===== config.mk =====
export PLATFORM = sky130hd
export DESIGN_NAME = sample_window_ctrl_flat
export DESIGN_NICKNAME = d
export VERILOG_FILES = /design/src/rtl/sample_window_ctrl_pkg.sv /design/src/rtl/sample_window_ctrl_if.sv /design/src/rtl/sample_window_ctrl.sv /design/src/flat_wrapper.sv
export SDC_FILE = /design/constraint.sdc
export NUM_CORES = 1
export LEC_CHECK = 0
export BUFFER_PORTS_ARGS = -buffer_cell sky130_fd_sc_hd__buf_2
export CAP_MARGIN = 10
export CORE_ASPECT_RATIO = 0.6
export CORE_MARGIN = 1.5
export CORE_UTILIZATION = 31
export DETAILED_ROUTE_END_ITERATION = 16
export GPL_TIMING_DRIVEN = 0
export HOLD_SLACK_MARGIN = 0.15
export SLEW_MARGIN = 20
export SYNTH_ARGS = -nofsm -noshare
export SYNTH_HDL_FRONTEND = slang
export SYNTH_SLANG_ARGS = --single-unit

===== constraint.sdc =====
create_clock -name MHz10 -period 1.55 [get_ports MHz10]
set_input_delay 0.0775 -clock MHz10 [delete_from_list [all_inputs] [get_ports MHz10]]
set_output_delay 0.0775 -clock MHz10 [all_outputs]
set_load 0.01 [all_outputs]

===== src/rtl/sample_window_ctrl_pkg.sv =====
// Shared team-12 audio-path definitions: window sequencer states, widths and the stereo mixer.
package sample_window_ctrl_pkg;

  localparam int unsigned WINDOW_MAX = 128;
  localparam int unsigned SampleW    = 8;
  localparam int unsigned MonoW      = 9;
  localparam int unsigned SumW       = 16;
  localparam int unsigned CountW     = 8;

  typedef enum logic [2:0] {
    StIdle,
    StClear,
    StCollect,
    StDrain,
    StCapture
  } state_e;

  // Zero-extended stereo-to-mono sum; 255 + 255 = 510 needs the ninth bit.
  function automatic logic [MonoW-1:0] mix_pair(input logic [SampleW-1:0] left,
                                                input logic [SampleW-1:0] right);
    return {1'b0, left} + {1'b0, right};
  endfunction

endpackage


===== src/rtl/sample_window_ctrl_if.sv =====
// Sample handshake, accumulator strobes/feedback and window result bundle.
interface sample_window_ctrl_if;
  import sample_window_ctrl_pkg::*;

  logic                en;
  logic                sample_valid;
  logic [SampleW-1:0]  sample_left;
  logic [SampleW-1:0]  sample_right;
  logic [SumW-1:0]     current_sum;
  logic                sample_ready;
  logic [MonoW-1:0]    sample_mono;
  logic                accumulate;
  logic                clear;
  logic [SumW-1:0]     window_sum;
  logic                window_done;
  logic                overrun;

  // The sequencer is the slave of the sample stream.
  modport slave (
    input  en, sample_valid, sample_left, sample_right, current_sum,
    output sample_ready, sample_mono, accumulate, clear, window_sum, window_done, overrun
  );

  modport master (
    output en, sample_valid, sample_left, sample_right, current_sum,
    input  sample_ready, sample_mono, accumulate, clear, window_sum, window_done, overrun
  );

endinterface


===== src/rtl/sample_window_ctrl.sv =====
// Frames fixed-length windows for the accumulator: mixes accepted stereo pairs, strobes
// clear/accumulate, and latches each completed window total.
module sample_window_ctrl
  import sample_window_ctrl_pkg::*;
#(
  parameter int unsigned WINDOW = 64
) (
  input logic                 MHz10,
  input logic                 nrst,
  sample_window_ctrl_if.slave bus
);

  if (WINDOW == 0 || WINDOW > WINDOW_MAX) begin : g_bad_window
    $error("sample_window_ctrl: WINDOW must be within 1..WINDOW_MAX");
  end

  localparam logic [CountW-1:0] LastCount = CountW'(WINDOW - 1);

  state_e              state_q, state_d;
  logic [CountW-1:0]   count_q, count_d;
  logic [MonoW-1:0]    sample_mono_q, sample_mono_d;
  logic                accumulate_q, accumulate_d;
  logic [SumW-1:0]     window_sum_q, window_sum_d;
  logic                window_done_q, window_done_d;
  logic                overrun_q, overrun_d;
  logic                accept;

  // A pair offered while en is low is not taken even if the state still reads COLLECT.
  assign accept = bus.en && bus.sample_valid && (state_q == StCollect);

  always_comb begin
    state_d       = state_q;
    count_d       = count_q;
    sample_mono_d = sample_mono_q;
    accumulate_d  = 1'b0;
    window_sum_d  = window_sum_q;
    window_done_d = 1'b0;
    overrun_d     = 1'b0;

    if (!bus.en) begin
      state_d = StIdle;
    end else begin
      unique case (state_q)
        StIdle:    state_d = StClear;
        StClear: begin
          state_d = StCollect;
          count_d = '0;
        end
        StCollect: begin
          if (accept) begin
            sample_mono_d = mix_pair(bus.sample_left, bus.sample_right);
            accumulate_d  = 1'b1;
            count_d       = count_q + 1'b1;
            if (count_q == LastCount) state_d = StDrain;
          end
        end
        StDrain:   state_d = StCapture;
        StCapture: begin
          state_d       = StClear;
          window_sum_d  = bus.current_sum;
          window_done_d = 1'b1;
        end
        default:   state_d = StIdle;
      endcase
      overrun_d = bus.sample_valid && (state_q inside {StClear, StDrain, StCapture});
    end
  end

  always_ff @(posedge MHz10 or negedge nrst) begin
    if (!nrst) begin
      state_q       <= StIdle;
      count_q       <= '0;
      sample_mono_q <= '0;
      accumulate_q  <= 1'b0;
      window_sum_q  <= '0;
      window_done_q <= 1'b0;
      overrun_q     <= 1'b0;
    end else begin
      state_q       <= state_d;
      count_q       <= count_d;
      sample_mono_q <= sample_mono_d;
      accumulate_q  <= accumulate_d;
      window_sum_q  <= window_sum_d;
      window_done_q <= window_done_d;
      overrun_q     <= overrun_d;
    end
  end

  assign bus.clear        = (state_q == StClear);
  assign bus.sample_ready = (state_q == StCollect);
  assign bus.sample_mono  = sample_mono_q;
  assign bus.accumulate   = accumulate_q;
  assign bus.window_sum   = window_sum_q;
  assign bus.window_done  = window_done_q;
  assign bus.overrun      = overrun_q;

endmodule


===== src/flat_wrapper.sv =====
// flat-port wrapper written by rule: the top's interface ports become plain ports
module sample_window_ctrl_flat import sample_window_ctrl_pkg::*;
#(
  parameter int unsigned WINDOW = 64
)
  (MHz10, nrst, bus_en, bus_sample_valid, bus_sample_left, bus_sample_right, bus_current_sum, bus_sample_ready, bus_sample_mono, bus_accumulate, bus_clear, bus_window_sum, bus_window_done, bus_overrun);
  sample_window_ctrl_if bus_i ();
  input logic MHz10;
  input logic nrst;
  input wire logic [$bits(bus_i.en)-1:0] bus_en;
  input wire logic [$bits(bus_i.sample_valid)-1:0] bus_sample_valid;
  input wire logic [$bits(bus_i.sample_left)-1:0] bus_sample_left;
  input wire logic [$bits(bus_i.sample_right)-1:0] bus_sample_right;
  input wire logic [$bits(bus_i.current_sum)-1:0] bus_current_sum;
  output wire logic [$bits(bus_i.sample_ready)-1:0] bus_sample_ready;
  output wire logic [$bits(bus_i.sample_mono)-1:0] bus_sample_mono;
  output wire logic [$bits(bus_i.accumulate)-1:0] bus_accumulate;
  output wire logic [$bits(bus_i.clear)-1:0] bus_clear;
  output wire logic [$bits(bus_i.window_sum)-1:0] bus_window_sum;
  output wire logic [$bits(bus_i.window_done)-1:0] bus_window_done;
  output wire logic [$bits(bus_i.overrun)-1:0] bus_overrun;
  assign bus_i.en = bus_en;
  assign bus_i.sample_valid = bus_sample_valid;
  assign bus_i.sample_left = bus_sample_left;
  assign bus_i.sample_right = bus_sample_right;
  assign bus_i.current_sum = bus_current_sum;
  assign bus_sample_ready = bus_i.sample_ready;
  assign bus_sample_mono = bus_i.sample_mono;
  assign bus_accumulate = bus_i.accumulate;
  assign bus_clear = bus_i.clear;
  assign bus_window_sum = bus_i.window_sum;
  assign bus_window_done = bus_i.window_done;
  assign bus_overrun = bus_i.overrun;
  sample_window_ctrl #(.WINDOW(WINDOW)) u_core (.MHz10(MHz10), .nrst(nrst), .bus(bus_i));
endmodule

==> run_results.csv <==
group,metric,value,unit
die,start_util,32.6,%
timing,drv_slew,0,
timing,fin_crit_sh,104,%
place,hpwl,2.78,mm
place,dp_cells,297,
yosys,syn_area_per_cell,12.2,sq um
timing,setup-violations-final,13,
yosys,synth-edff-count,0,
yosys,async_reset_ff_share,100,%
place,dp_slack,-0.269,ns
timing,fmaxAchievable,622,MHz
grt,track_usage,13.4,%
critical_path,cp.arrival,1.77,ns
power,p_per_area,1040,nW/um^2
die,core_area,5680,sq um
timing,max_slew_margin,42.4,%
grt,grt_overflow,0,
run_status,status,"finished, violations left",
cts,cts_tree,"built",
critical_path,cp_max_fo,6,
yosys,yosys.cell_types.count,36,
layout,stdcell_count,337,
die,rows,21,
routing,drc,0,
routing,wire_per_inst,12.4,um
routing,vias,1498,
grt,grt_pass1_vias,1553,
critical_path,setup.worst_path.end_class,"flop",
layout,regArea,978,sq um
layout,multi_input_area,915,sq um
grt,antenna_found_initial,0,
die,num_io_pins,66,
timing,hold_slack,0.197,ns
layout,finalNetCount,302,
layout,drive_gt1_share,45.5,%
layout,synthToLayoutAreaGrowth,49.2,%
yosys,netlist_area,1850,sq um
die,fp.dieH,62.8,um
cts,htree_levels,2,
yosys,ys.flop_type,"dfrtp_1",
die,die_area,6460,sq um
yosys,synth-seq-area-share,52.7,%
power,leakage,1.39,nW
critical_path,worstSetupPathType,"reg2reg",
routing,detail_route.vias_per_cell,4.45,
run_status,violations,"negative setup slack",
yosys,synthDominantCellAreaShare,52.7,%
critical_path,start_kind,"flop",
timing,rsz0062_at_grt,"true",
routing,final_antenna_net_count,0,
timing,finalHoldViolCount,0,
yosys,yosys.area.top_type,"dfrtp_1",
timing,setup_ws,-0.0579,ns
cts,clock_sinks,39,
yosys,netlist_top_cells_area,"dfrtp_1 (53%), mux2_2 (9.7%), ha_1 (6.1%)",
routing,wl,4.16,mm
yosys,synthCells,152,
die,die_w,103,um
yosys,syn-num-nets,198,
yosys,ys_ff_latch,39,
place,io_buffers,65,
cts,clkTransAtPathRegs,0.07,ns
cts,insertion_delay,0.28,ns
timing,max_slew.worst_pin.slew,0.864,ns
yosys,yosys_warnings,0,
flow_run,drv_cap,0,
hold_path,holdCritPathClass,"in2reg",
timing,min_period,1.61,ns
layout,n_antenna_cell,0,
grt,grt_max_degree,40,
cts,cts_buffers,5,
grt,grt_pass1_wl,6.76,mm
routing,firstDrtPassIters,4,
cts,clk_path_buf_depth,2,
cts,clock_tree.root_cell,"clkbuf_8",
routing,drt_iter0_drc,27,
place,routabilityCongestion,0.745,
layout,fillers,514,
critical_path,cp.required,1.71,ns
timing,skew,0.00942,ns
power,vdd_drop_max,486,uV
==> final timing paths <==
kind,startpoint,to,slack (ns),cells past startpoint
worst min register to register,u_core.bus.sample_mono[2],u_core.bus.sample_mono[2],0.47,2
worst min-delay path,bus_en,u_core.state_q[2],0.20,2
worst max register to register,u_core.state_q[0],u_core.count_q[7],-0.06,6
min in group asynchronous,nrst,u_core.bus.window_sum[8],0.45,2
worst max-delay path,u_core.state_q[0],u_core.count_q[7],-0.06,6
max in group asynchronous,nrst,u_core.state_q[0],0.50,2
==> cell usage in the layout (no fill, tap or decap), drive strengths merged, types with 4 or more instances in the layout <==
cell | synthesis | layout
a21oi | 5 | 5
buf | 3 | 79
clkbuf | 1 | 7
dfrtp | 39 | 39
dlygate4sd3 | 0 | 21
ha | 9 | 9
mux2 | 16 | 16
nand2 | 15 | 15
nor2 | 9 | 9
o21a | 4 | 4
o21ai | 9 | 9
xnor2 | 4 | 4
xor2 | 7 | 7
==> worst max-delay path, cell delays in order (launching register included) <==
cell and delay [ns]:
dfrtp_2 0.45, nor3b_4 0.33, buf_6 0.16, a31oi_4 0.10
and4bb_1 0.28, xnor2_1 0.12, nor2_1 0.06
==> per-stage QoR <==
step	utilization (%)	total power, mW	area [sq um]	TNS [ns]
2_1_floorplan	-	1.81	1890	-0.0381
3_3_place_gp	40.7	2.16	2310	-2.05
3_5_place_dp	40.7	2.18	2310	-2.04
4_1_cts	47.3	2.90	2680	-0.320
5_1_grt	48.6	3.09	2760	-1.44
6_report	48.6	2.88	2760	-0.230
==> report_power, final <==
part           internal [mW]  switching, mW  leakage [nW]
Clock                  0.314          0.334        0.0412
Sequential              1.24          0.121         0.516
Combinational          0.446          0.424         0.835
==> cell type report <==
cell class / instances / area share [%]
clock buffers: 6 / 2.63
clock inverters: 2 / 0.453
well taps: 80 / 3.63
flip-flops and latches: 39 / 35.4
multi-input cells: 108 / 33.1
repair buffers: 97 / 23.1
inverters: 1 / 0.317
plain buffers: 4 / 1.27
==> cells in the mapped netlist, drive strengths merged, types with 2 or more instances <==
master and instances:
nand3 2, nand2 15, nor2 9, o21ai 9, buf 3, ha 9
a21oi 5, a21o 3, nor3 3, o21bai 2, mux2 16, and4bb 2
nor3b 2, and3 2, dfrtp 39, nand4 2, xor2 7, o21a 4
xnor2 4, a211oi 2
==> what timing repair did <==
action / 4_1_cts / 5_1_grt
setup endpoints to repair: 23 / 20
pin swaps: 7 / 12
hold buffers: 21 / 0
setup buffers: 8 / 3
hold endpoints to repair: 59 / 0
gates resized for setup: 4 / 12
==> sequential cells by signal (all words and copies together), names as in the netlist <==
register	flops
u_core.bus.accumulate	1
u_core.bus.overrun	1
u_core.count_q	8
u_core.state_q	3
u_core.bus.sample_mono	9
u_core.bus.window_done	1
u_core.bus.window_sum	16
==> routing by layer <==
| metal | GRT usage (%) | vias up | wire, um |
|---|---|---|---|
| met4 | 2.36 | 0 | 36 |
| li1 | - | 757 | - |
| met2 | 22.1 | 45 | 1790 |
| met3 | 5.03 | 4 | 318 |
| met5 | 0 | - | 0 |
| met1 | 17.0 | 692 | 2020 |
==> cell families (layout without fill, tap and decap cells) <==
group / after synthesis / in the layout / share of synthesized area [%]
fa+ha+maj: 10 / 10 / 7.17
mux: 17 / 17 / 10.3
buf+inv: 5 / 110 / 1.62
flops: 39 / 39 / 52.7
compound gates: 30 / 30 / 10.3
simple gates: 40 / 40 / 12.6
xor+xnor: 11 / 11 / 5.21
(Power assumes the default switching activity.)
